**config.mk**
```make
export PLATFORM = sky130hd
export DESIGN_NAME = axis_pattern_src
export DESIGN_NICKNAME = d
export VERILOG_FILES = /design/src/rtl/axis_src_pkg.sv /design/src/rtl/axis_pattern_src.sv
export SDC_FILE = /design/constraint.sdc
export NUM_CORES = 1
export LEC_CHECK = 0
export BUFFER_PORTS_ARGS = -buffer_cell sky130_fd_sc_hd__clkbuf_2
export CAP_MARGIN = 20
export CORE_UTILIZATION = 62
export DETAILED_ROUTE_END_ITERATION = 8
export HOLD_SLACK_MARGIN = 0.12
export PLACE_DENSITY = 0.95
export SLEW_MARGIN = 0
export SYNTH_ARGS = -nofsm -noshare
export SYNTH_HDL_FRONTEND = slang
export SYNTH_SLANG_ARGS = --single-unit
export TNS_END_PERCENT = 5
```
**constraint.sdc**
```tcl
create_clock -name aclk -period 12.3 [get_ports aclk]
set_clock_uncertainty 0.1 [all_clocks]
set_input_delay 2.46 -clock aclk [delete_from_list [all_inputs] [get_ports aclk]]
set_output_delay 2.46 -clock aclk [all_outputs]
set_load 0.02 [all_outputs]
```
**src/rtl/axis_src_pkg.sv**
```systemverilog
// Shared types and width helpers for the AXI4-Stream pattern source.
package axis_src_pkg;

    typedef enum logic [1:0] {
        IDLE = 2'd0,
        SEND = 2'd1,
        GAP  = 2'd2
    } state_e;

    localparam int unsigned PAR_WDATA_BYTE_DFLT = 2;
    localparam int unsigned DATA_W_DFLT         = 8 * PAR_WDATA_BYTE_DFLT;

    function automatic int unsigned data_w(input int unsigned nbytes);
        return 8 * nbytes;
    endfunction

endpackage

```
**src/rtl/axis_pattern_src.sv**
```systemverilog
// AXI4-Stream transmitter: emits npkt packets of len arithmetic-progression words,
// separated by gap idle cycles, with fully registered outputs.
module axis_pattern_src
    import axis_src_pkg::*;
#(
    parameter int unsigned PAR_WDATA_BYTE = PAR_WDATA_BYTE_DFLT,
    parameter int unsigned PAR_LEN_W      = 8
) (
    input  logic                          aclk,
    input  logic                          aresetn,
    input  logic                          start,
    input  logic [8*PAR_WDATA_BYTE-1:0]   cfg_seed,
    input  logic [8*PAR_WDATA_BYTE-1:0]   cfg_step,
    input  logic [PAR_LEN_W-1:0]          cfg_len,
    input  logic [7:0]                    cfg_npkt,
    input  logic [3:0]                    cfg_gap,
    output logic [8*PAR_WDATA_BYTE-1:0]   m_axis_tdata,
    output logic                          m_axis_tvalid,
    output logic                          m_axis_tlast,
    input  logic                          m_axis_tready,
    output logic                          busy,
    output logic                          done
);

    localparam int unsigned DW = data_w(PAR_WDATA_BYTE);

    state_e                 state_q, state_d;
    logic [DW-1:0]          data_q, data_d;
    logic [DW-1:0]          step_q, step_d;
    logic [PAR_LEN_W-1:0]   len_q, len_d;
    logic [PAR_LEN_W-1:0]   wcnt_q, wcnt_d;
    logic [7:0]             npkt_q, npkt_d;
    logic [7:0]             pcnt_q, pcnt_d;
    logic [3:0]             gap_q, gap_d;
    logic [3:0]             gcnt_q, gcnt_d;

    logic [DW-1:0]          tdata_q, tdata_d;
    logic                   tvalid_q, tvalid_d;
    logic                   tlast_q, tlast_d;
    logic                   busy_q, busy_d;
    logic                   done_q, done_d;

    logic                   xfer;
    logic                   last_word;
    logic                   last_pkt;
    logic                   final_xfer;

    assign xfer       = (state_q == SEND) && tvalid_q && m_axis_tready;
    assign last_word  = (wcnt_q == len_q - PAR_LEN_W'(1));
    assign last_pkt   = (pcnt_q == npkt_q - 8'd1);
    assign final_xfer = xfer && last_word && last_pkt;

    // State register
    always_ff @(posedge aclk) begin
        if (!aresetn) begin
            state_q  <= IDLE;
            data_q   <= '0;
            step_q   <= '0;
            len_q    <= '0;
            wcnt_q   <= '0;
            npkt_q   <= '0;
            pcnt_q   <= '0;
            gap_q    <= '0;
            gcnt_q   <= '0;
            tdata_q  <= '0;
            tvalid_q <= 1'b0;
            tlast_q  <= 1'b0;
            busy_q   <= 1'b0;
            done_q   <= 1'b0;
        end else begin
            state_q  <= state_d;
            data_q   <= data_d;
            step_q   <= step_d;
            len_q    <= len_d;
            wcnt_q   <= wcnt_d;
            npkt_q   <= npkt_d;
            pcnt_q   <= pcnt_d;
            gap_q    <= gap_d;
            gcnt_q   <= gcnt_d;
            tdata_q  <= tdata_d;
            tvalid_q <= tvalid_d;
            tlast_q  <= tlast_d;
            busy_q   <= busy_d;
            done_q   <= done_d;
        end
    end

    // Next-state and datapath
    always_comb begin
        state_d = state_q;
        data_d  = data_q;
        step_d  = step_q;
        len_d   = len_q;
        wcnt_d  = wcnt_q;
        npkt_d  = npkt_q;
        pcnt_d  = pcnt_q;
        gap_d   = gap_q;
        gcnt_d  = gcnt_q;
        case (state_q)
            IDLE: begin
                if (start && (cfg_len != '0) && (cfg_npkt != '0)) begin
                    state_d = SEND;
                    data_d  = cfg_seed;
                    step_d  = cfg_step;
                    len_d   = cfg_len;
                    npkt_d  = cfg_npkt;
                    gap_d   = cfg_gap;
                    wcnt_d  = '0;
                    pcnt_d  = '0;
                    gcnt_d  = '0;
                end
            end
            SEND: begin
                if (xfer) begin
                    // The progression runs on across packets; only the counters reset.
                    data_d = data_q + step_q;
                    if (last_word) begin
                        wcnt_d = '0;
                        if (last_pkt) begin
                            state_d = IDLE;
                        end else begin
                            pcnt_d  = pcnt_q + 8'd1;
                            gcnt_d  = '0;
                            state_d = (gap_q == 4'd0) ? SEND : GAP;
                        end
                    end else begin
                        wcnt_d = wcnt_q + PAR_LEN_W'(1);
                    end
                end
            end
            GAP: begin
                gcnt_d = gcnt_q + 4'd1;
                if (gcnt_q == gap_q - 4'd1) begin
                    state_d = SEND;
                end
            end
            default: state_d = IDLE;
        endcase
    end

    // Outputs are computed from the next state so they appear as flops.
    always_comb begin
        tvalid_d = (state_d == SEND);
        tlast_d  = (state_d == SEND) && (wcnt_d == len_d - PAR_LEN_W'(1));
        tdata_d  = (state_d == IDLE) ? '0 : data_d;
        busy_d   = (state_d != IDLE);
        done_d   = final_xfer;
    end

    assign m_axis_tdata  = tdata_q;
    assign m_axis_tvalid = tvalid_q;
    assign m_axis_tlast  = tlast_q;
    assign busy          = busy_q;
    assign done          = done_q;

endmodule

```
==> metrics, run 1 <==
Antenna diodes 0; Hold WC Path Type register to register; share of layout cells above drive strength 1 15.7%; Slew Limit Fails 0; syn_nets 714; Setup violations, final 0; combinational share of power 19.6%; final instance area 0.00587 mm2; gp weighted congestion 0.890; Lkg Pwr 2.53 nW; Worst path depth 11; RSZ-0062 raised after global routing no; Core ar. 0.00818 mm2; Seq pwr share 47.1%; post-CTS sizing 0; setup bufs post-CTS 0; R2R Path End m_axis_tlast$_SDFF_PN0_; CTS root buf clkbuf_8; largest area contributor in the synthesized netlist dfxtp_1; CTS H-Tree Depth 3; Worst EP required 12470 ps; vias in the first global route 4692; CP startpoint cfg_len[2]; switch share 29.7%; fin crit period 5530 ps; hold_sp step_q[13]$_SDFFE_PN0P_; DR pass1 iterations 5; cell chain of the critical path clkbuf_2, or4_1, nor2_1, nor4_4, buf_4, mux2i_1, ha_1, xor2_1, xnor2_1, or4_1, a2111oi_2; routed wire length 13100 um; Post-synth EDFFs 0; DRT antenna net count 0; post-synthesis cell count 634; Crit Reg-Reg Startpoint state_q[0]$_SDFF_PN0_; Synth cell types 69; Nets 776; max incr delay on CP 610 ps; final global-route overflow total 0; Primary FF master, synth dfxtp_1; status complete, no violations; syn_area_per_cell 8.19 um2; IO buf count 75; largest net degree at the start of global routing 60; CTS buffer count 9; post-synthesis cell area 0.00519 mm2; Syn-to-layout area delta 13.1%; TritonCTS clock tree done; Power, Total 0.707 mW; vias post-DR 5046; crit path DAT 5700 ps; WS Path Type primary input to register; Max clock buf depth 2; drt wl/cell 16.3 um; worst ir drop on vdd 80.4 uV; area post-placement 0.00563 mm2; Via-to-Cell Ratio 6.26; most used cell, CP or4_1; core occupancy in the finished layout 71.8%; Sink Count 94; Clock power frac 33.3%; setup tns final 0 ps; slack of the worst reg-to-reg path 8160 ps; Worst-path clk slew 90 ps; die area 0.00875 mm2; I/O Pins 76; DRC Markers 0; Crit path max-delay family simple AND/OR/NAND/NOR gates; Critical path buffers and inverters 2; Cell Int Power 0.497 mW; Synth async-reset ratio 0%; Fmax 181 MHz; die height 93.5 um; worst-path fanout max 59; Critical Path Start Type primary input; DP HPWL 9140 um; power per cell area 120 mW/mm2; cells on worst reg2reg path 8; # rows 33; first-pass GRT wire length 21300 um; initial antenna violation count 0; slowest library cell on the worst path or4_1; Layout fillers 587; worst-skew pair later-pin latency 380 ps; number of max-cap violations 0; period utilization 44.9%; Warnings, synthesis 0; final hold slack 370 ps; Worst Tran Pin Value 1000 ps; Critical path destination m_axis_tlast$_SDFF_PN0_; relative slew slack 31.4%; Starting DRT DRC Count 384; switching power 0.210 mW; Final Hold Fails 0; synth top area cells dfxtp_1 (36%), nand2_1 (6.4%), ha_1 (5.5%); All-Layer GR Usage 30.7%; Worst setup EP type register; Synth top area share 36.2%; Initial Utilization 63.5%; register area share after synthesis 36.2%; die width 93.5 um; CTS hold repair buffers 0; #FFs+latches synth 94
[kinds of logic (layout without fill, tap and decap cells)]
family / after synthesis / count (layout) / synth area share, %
xor gates and xnor gates: 50 / 50 / 8.70
adders and majority gates: 24 / 24 / 5.93
buffers and inverters: 53 / 120 / 3.88
DFF: 94 / 94 / 36.2
and+or+nand+nor: 259 / 259 / 24.0
muxes: 13 / 13 / 2.53
AOI/OAI and AO/OA: 141 / 141 / 18.7
[cells in the final DEF, fill, tap and decap left out, drive strengths merged, types with 18 or more instances in the layout]
master and instances:
inv 25, a21oi 52, xnor2 22, clkbuf 85, o21ai 18, nor2 74, xor2 27, ha 23
nand2 89, dfxtp 94
[metal layers]
layer	GRT usage [%]	wire, um	up-vias
met5	0	0	-
met4	14.5	355	0
met3	6.75	1080	47
met2	53.6	6700	288
met1	35.6	4990	2356
li1	-	-	2355
[power groups by stage]
stage	combinational, mW	sequential (mW)	clock (mW)
4_1_cts	0.136	0.333	0.236
5_1_grt	0.152	0.335	0.250
3_5_place_dp	0.134	0.339	0
2_1_floorplan	0.0952	0.340	0
3_3_place_gp	0.128	0.338	0
6_report	0.139	0.333	0.235
[cells in the mapped netlist (5+ instances only)]
cell type	instances
o21ai_0	16
xnor2_1	22
a31oi_1	9
nand3_1	13
or3_1	8
a21o_1	7
dfxtp_1	94
mux2i_1	12
a22oi_1	5
a221oi_1	6
nor3_1	15
inv_1	24
and3_1	6
clkbuf_1	23
o21a_1	5
ha_1	23
a21oi_1	52
nor2_1	73
xor2_1	27
nand4_1	7
nand2_1	89
or4_1	6
and2_1	11
[flip-flops by register name, indices dropped and copies added (netlist names)]
signal and flops:
state_q 2, m_axis_tvalid 1, busy 1, gap_q 4
done 1, len_q 8, wcnt_q 8, m_axis_tlast 1
data_q 16, pcnt_q 8, gcnt_q 4, step_q 16
npkt_q 8, m_axis_tdata 16
[worst register-to-register path, delay by kind of cell (launching register included)]
family / cells / cell delay, ps
buffers and inverters: 1 / 220
AND/OR/NAND/NOR: 3 / 1980
XOR/XNOR: 1 / 90
AO/OA/AOI/OAI: 3 / 1070
flip-flops: 1 / 570
[worst min path at each step]
stage,slack [ps],to,depth (start not counted)
after floorplan,340,step_q[0]$_SDFFE_PN0P_,2
after global placement,350,step_q[7]$_SDFFE_PN0P_,2
after detailed placement,360,step_q[13]$_SDFFE_PN0P_,2
after CTS,370,step_q[13]$_SDFFE_PN0P_,2
after global routing,390,step_q[11]$_SDFFE_PN0P_,2
final,370,step_q[13]$_SDFFE_PN0P_,2
[layout make-up]
type | count | area, um2 | share of cell area (%)
clock buffer | 10 | 138 | 2.34
clock inverter | 6 | 93.8 | 1.60
inverter | 24 | 90.1 | 1.53
multi-input combinational | 487 | 3120 | 53.1
sequential | 94 | 1880 | 32.0
tap | 105 | 131 | 2.24
timing repair buffer | 80 | 420 | 7.16
[per-stage QoR]
step	std cells	setup slack, ps
after floorplan	634	6630
after global placement	789	6650
after detailed placement	789	6490
after CTS	805	6860
after global routing	806	6630
final	806	6770
Note: power is estimated with default switching activity, not from simulation.
==> run 2, diff against run 1 <==
- ABC_AREA: default -> 1
- CORE_UTILIZATION: 62 -> 53
- PLACE_DENSITY: 0.95 -> 0.87
- clock period: 12.3 -> 4.8 ns (I/O delays scaled with it)
==> run 2 against run 1 <==
  * Critical path depth is 3 lower
  * Global-route usage is 4.7 points lower
  * Largest power group unchanged
  * Via count is 10% higher
  * Power grew to 2.6 times the previous value
  * Synthesized area is 8.7% higher
  * Sequential cell count stayed put
  * Clock power is 110% higher
  * Setup slack worse by 5600 ps
  * Cell count is 30% higher
  * Die area is 26% higher
==> metrics, run 2 <==
Synth top cells by count nand2_1 (225), dfxtp_1 (94), nor2_1 (91); final hold slack 374 ps (+4.02 ps); drt wl/cell 13.0 um (-20%); #FFs+latches synth 94 (unchanged); CTS buffer count 9 (unchanged); highest routed layer met4; Antenna diodes 0 (unchanged); period utilization 76.5%; first-pass GRT wire length 23000 um (+8.1%); Final Hold Fails 0 (unchanged); metal2 WL 6220 um (-7.2%); most common cell in the synthesized netlist nand2_1; All-Layer GR Usage 26.0% (-4.7 points); RSZ-0062 raised after global routing no; worst-skew pair later-pin latency 380 ps (about the same); post-synthesis cell count 842 (+33%); die area 0.0111 mm2 (+26%); Primary FF master, synth dfxtp_1; synth top area cells dfxtp_1 (33%), nand2_1 (15%), nor2_1 (6.1%); pre-CTS setup slack 1200 ps (-5290 ps); fin cells 1049 (+30%); WL met1 6290 um (+26%); commonest non-fill, non-tap cell in the layout nand2_1; setup bufs post-CTS 0 (unchanged); Slew Limit Fails 0 (unchanged); Max clock buf depth 2 (unchanged); Synth top area share 33.4% (-2.9 points); syn_nets 922 (+29%); commonest non-fill, non-tap cells in the layout nand2_1 (225), dfxtp_1 (94), nor2_1 (91), inv_1 (83), clkbuf_2 (75); worst-path fanout max 20 (-66%); share of layout cells above drive strength 1 15.1% (-0.58 points); DP HPWL 10200 um (+12%); final global-route overflow total 0 (unchanged); Hold WC Path Type register to register; DRT antenna net count 0 (unchanged); # rows 37 (+12%); Synth cell types 48 (-30%); Critical Path Start Type register; CTS H-Tree Depth 3 (unchanged); fin crit period 3670 ps; vias post-DR 5568 (+10%); worst ir drop on vdd 182 uV (+130%); Core ar. 0.0103 mm2 (+26%); CTS root buf clkbuf_8; vias in the first global route 5088 (+8.4%); largest net degree at the start of global routing 36 (-40%); Worst Tran Pin Value 751 ps (-252 ps); DRC Markers 0 (unchanged); Worst setup EP type register; IO buf count 75 (unchanged); Setup violations, final 0 (unchanged); WL met3 859 um (-20%); Synth async-reset ratio 0% (unchanged); gp weighted congestion 0.908 (+2.0%); largest area contributor in the synthesized netlist dfxtp_1; final instance area 0.00626 mm2 (+6.6%); Initial Utilization 54.6% (-8.9 points); die width 105 um (+12%); Worst EP required 4960 ps (-7510 ps); Starting DRT DRC Count 438 (+14%); DR pass1 iterations 5 (unchanged); number of max-cap violations 0 (unchanged); Placed Instances 1033 (+31%); post-synthesis cell area 0.00564 mm2 (+8.7%); crit path DAT 3830 ps (-1870 ps); CTS hold repair buffers 0 (unchanged); core occupancy in the finished layout 60.7% (-11 points); WS Path Type register to register; register area share after synthesis 33.4% (-2.9 points); slack of the critical path 1130 ps (-5640 ps); Post-synth EDFFs 0 (unchanged); setup tns final 0 ps (unchanged); I/O Pins 76 (unchanged); relative slew slack 49.6% (+18 points); area post-placement 0.00609 mm2 (+8.3%); Power, Total 1.83 mW (+160%); Lkg Pwr 3.06 nW (+21%); syn_area_per_cell 6.70 um2 (-18%); TritonCTS clock tree done; die height 105 um (+12%); Sink Count 94 (unchanged); power per cell area 292 mW/mm2 (+140%); Fmax 272 MHz; routed wire length 13700 um (+4.2%); Via-to-Cell Ratio 5.31 (-15%); Layout fillers 970 (+65%); initial antenna violation count 0 (unchanged); Warnings, synthesis 0 (unchanged); status complete, no violations; Syn-to-layout area delta 11.0%; Worst-path clk slew 90 ps (about the same); Nets 988 (+27%); post-CTS sizing 0 (unchanged)
run 2: cell types whose count changed after synthesis, sizes merged, moves of 8 or more:
cell,previous run,this run
and2,11,0
xnor2,22,12
nand4,7,15
inv,24,93
nand3,13,66
xor2,27,16
nand2,89,232
or3,9,0
mux2i,12,0
nor3,16,5
nor2,74,109
o21ai,18,41
a21oi,52,67
run 2: cells by family (layout without fill, tap and decap cells):
kind of cell | count (synthesis) | after routing | share of synthesized area (%)
fa+ha+maj | 24 | 24 | 5.46
buf+inv | 117 | 188 | 8.29
xor+xnor | 28 | 28 | 4.35
compound gates | 138 | 138 | 13.7
flops | 94 | 94 | 33.4
simple gates | 441 | 441 | 34.8
run 2: cell type report:
cell class	count	area (um2)	share of cell area [%]
clock buffers	13	149	2.38
clock inverters	3	20.0	0.320
inverters	94	353	5.63
multi-input cells	631	3290	52.6
flip-flops and latches	94	1880	30.0
well taps	136	170	2.72
repair buffers	78	398	6.35
run 2: layer usage:
layer / up-vias / global-route usage [%]
met1: 2499 / 33.3
met4: 0 / 9.96
li1: 2865 / -
met2: 173 / 42.9
met5: - / 0
met3: 31 / 5.55
run 2: path summary, 6_finish.rpt:
path	slack, ps	cells after the start	end	startpoint
worst max-delay path	1130	8	pcnt_q[0]$_SDFFE_PN0P_	state_q[1]$_SDFF_PN0_
worst min-delay path	370	2	step_q[4]$_SDFFE_PN0P_	step_q[4]$_SDFFE_PN0P_
worst max register to register	1130	8	pcnt_q[0]$_SDFFE_PN0P_	state_q[1]$_SDFF_PN0_
worst min register to register	370	2	step_q[4]$_SDFFE_PN0P_	step_q[4]$_SDFFE_PN0P_
run 2: critical path: stages, from the launching register on:
cell     delay, ps
dfxtp_1        360
inv_1          450
nand2_2        370
nor2_4         460
o21ai_0        330
a21oi_1        680
nand2_1        430
o21ai_0        310
a21oi_1         60
run 2: report_power, final:
part | switching [mW] | internal, mW
clock | 0.284 | 0.203
sequential | 0.0366 | 0.830
combinational | 0.309 | 0.167
==> run 3, diff against run 2 <==
- CORE_UTILIZATION: 53 -> 58
- PLACE_DENSITY: 0.87 -> 0.9
- clock period: 4.8 -> 3.6 ns (I/O delays scaled with it)
==> run 3 against run 2 <==
  * Power up 37%
  * Maximum frequency up 25%
  * Cell count down 0.29%
  * Largest cell class unchanged
  * Sequential cell count unchanged
  * Highest routed layer unchanged
  * Sequential share of layout area down 0.21 points
  * Setup slack worse by 470 ps
  * Global-route usage up 2.7 points
  * Routed wire length up 2.4%
  * Worst hold slack better by 3.2 ps
  * Core utilization up 7.0 points
  * Largest power group unchanged
==> metrics, run 3 (same netlist as run 2, synthesis figures left out) <==
Critical Path Start Type register; worst ir drop on vdd 269 uV (+48%); CTS H-Tree Depth 3 (unchanged); pre-CTS setup slack 667 ps (-536 ps); cells on worst reg2reg path 9 (+1); Hold WC Path Type register to register; # rows 35 (-5.4%); period utilization 81.6% (+5.2 points); slack of the worst reg-to-reg path 660 ps (-470 ps); slowest library cell on the worst path inv_1; routed wire length 14000 um (+2.4%); Antenna diodes 0 (unchanged); core occupancy in the finished layout 67.6% (+7.0 points); commonest non-fill, non-tap cells in the layout nand2_1 (225), dfxtp_1 (94), nor2_1 (91), inv_1 (83), clkbuf_2 (75); max incr delay on CP 450 ps (-230 ps); worst-skew pair later-pin latency 370 ps (about the same); Max clock buf depth 2 (unchanged); Starting DRT DRC Count 354 (-19%); Crit Reg-Reg Startpoint state_q[1]$_SDFF_PN0_; RSZ-0062 raised after global routing no; Via-to-Cell Ratio 5.46 (+2.9%); final instance area 0.00631 mm2 (+0.72%); Worst EP required 3750 ps (-1210 ps); die height 101 um (-4.3%); R2R Path End pcnt_q[1]$_SDFFE_PN0P_; number of max-cap violations 0 (unchanged); I/O Pins 76 (unchanged); setup bufs post-CTS 0 (unchanged); Slew Limit Fails 0 (unchanged); power per cell area 398 mW/mm2 (+36%); share of layout cells above drive strength 1 15.8% (+0.70 points); DR pass1 iterations 6 (+1); crit path DAT 3090 ps (-740 ps); Worst-path clk slew 90 ps (about the same); Syn-to-layout area delta 11.8%; vias post-DR 5713 (+2.6%); Nets 993 (+0.51%); vias in the first global route 5212 (+2.4%); die width 101 um (-4.3%); Initial Utilization 60.5% (+5.8 points); gp weighted congestion 0.928 (+2.2%); area post-placement 0.00612 mm2 (+0.47%); setup tns final 0 ps (unchanged); die area 0.0101 mm2 (-8.5%); CTS root buf clkbuf_8; initial antenna violation count 0 (unchanged); CP startpoint state_q[1]$_SDFF_PN0_; Fmax 340 MHz (+25%); CTS hold repair buffers 0 (unchanged); Core ar. 0.00933 mm2 (-9.6%); Worst Tran Pin Value 751 ps (-0.168 ps); All-Layer GR Usage 28.7% (+2.7 points); DRC Markers 0 (unchanged); fin crit period 2940 ps (-731 ps); CTS buffer count 9 (unchanged); Critical path destination pcnt_q[1]$_SDFFE_PN0P_; final hold slack 377 ps (+3.18 ps); IO buf count 75 (unchanged); Worst setup EP type register; post-CTS sizing 0 (unchanged); final global-route overflow total 0 (unchanged); status complete, no violations; Final Hold Fails 0 (unchanged); worst-path fanout max 20 (unchanged); Sink Count 94 (unchanged); Lkg Pwr 3.10 nW (+1.3%); drt wl/cell 13.4 um (+2.7%); largest net degree at the start of global routing 36 (unchanged); DRT antenna net count 0 (unchanged); TritonCTS clock tree done; WS Path Type register to register; commonest non-fill, non-tap cell in the layout nand2_1; relative slew slack 49.4% (-0.21 points); slack of the critical path 661 ps (-469 ps); DP HPWL 10300 um (+1.2%); first-pass GRT wire length 23100 um (+0.78%); Setup violations, final 0 (unchanged); cell chain of the critical path inv_1, nand2_2, nor2_4, o21ai_0, a21oi_1, buf_4, nand2_1, o21ai_0, a21oi_1
run 3: area by class of cell:
cell class,instances,area [um2]
Tap cell,129,161
Sequential cell,94,1880
Multi-Input combinational cell,631,3290
Clock buffer,9,124
Fill cell,812,3020
Inverter,94,353
Timing Repair Buffer,83,435
Clock inverter,6,61.3
run 3: per-layer routing:
metal | up-vias | wire (um) | global-route usage [%]
met5 | - | 0 | 0
met1 | 2554 | 6130 | 38.1
li1 | 2884 | - | -
met4 | 0 | 371 | 10.4
met3 | 42 | 1100 | 5.20
met2 | 233 | 6390 | 46.8
run 3: critical path: cells and delay by family, from the launching register on:
kind,cells,cell delay (ps)
simple gates,3,860
compound gates,4,840
buf+inv,2,640
flops,1,370
run 3: worst min-delay path by stage:
| stage | start | to | slack (ps) | depth (start not counted) |
|---|---|---|---|---|
| 2_1_floorplan | step_q[0]$_SDFFE_PN0P_ | step_q[0]$_SDFFE_PN0P_ | 350 | 2 |
| 4_1_cts | step_q[5]$_SDFFE_PN0P_ | step_q[5]$_SDFFE_PN0P_ | 370 | 2 |
| 5_1_grt | step_q[5]$_SDFFE_PN0P_ | step_q[5]$_SDFFE_PN0P_ | 400 | 2 |
| 6_report | step_q[13]$_SDFFE_PN0P_ | step_q[13]$_SDFFE_PN0P_ | 380 | 2 |
| 3_3_place_gp | step_q[13]$_SDFFE_PN0P_ | step_q[13]$_SDFFE_PN0P_ | 360 | 2 |
| 3_5_place_dp | step_q[5]$_SDFFE_PN0P_ | step_q[5]$_SDFFE_PN0P_ | 360 | 2 |
run 3: through the flow:
| stage | power, mW | instances |
|---|---|---|
| 2_1_floorplan | 1.65 | 842 |
| 3_3_place_gp | 1.79 | 1031 |
| 3_5_place_dp | 1.81 | 1031 |
| 4_1_cts | 2.49 | 1046 |
| 5_1_grt | 2.64 | 1046 |
| 6_report | 2.51 | 1046 |
run 3: report_power, final:
part	internal, mW	switching [mW]	total [mW]
Sequential	1.11	0.0486	1.16
Clock	0.317	0.396	0.713
Combinational	0.228	0.415	0.643
Total	1.65	0.860	2.51
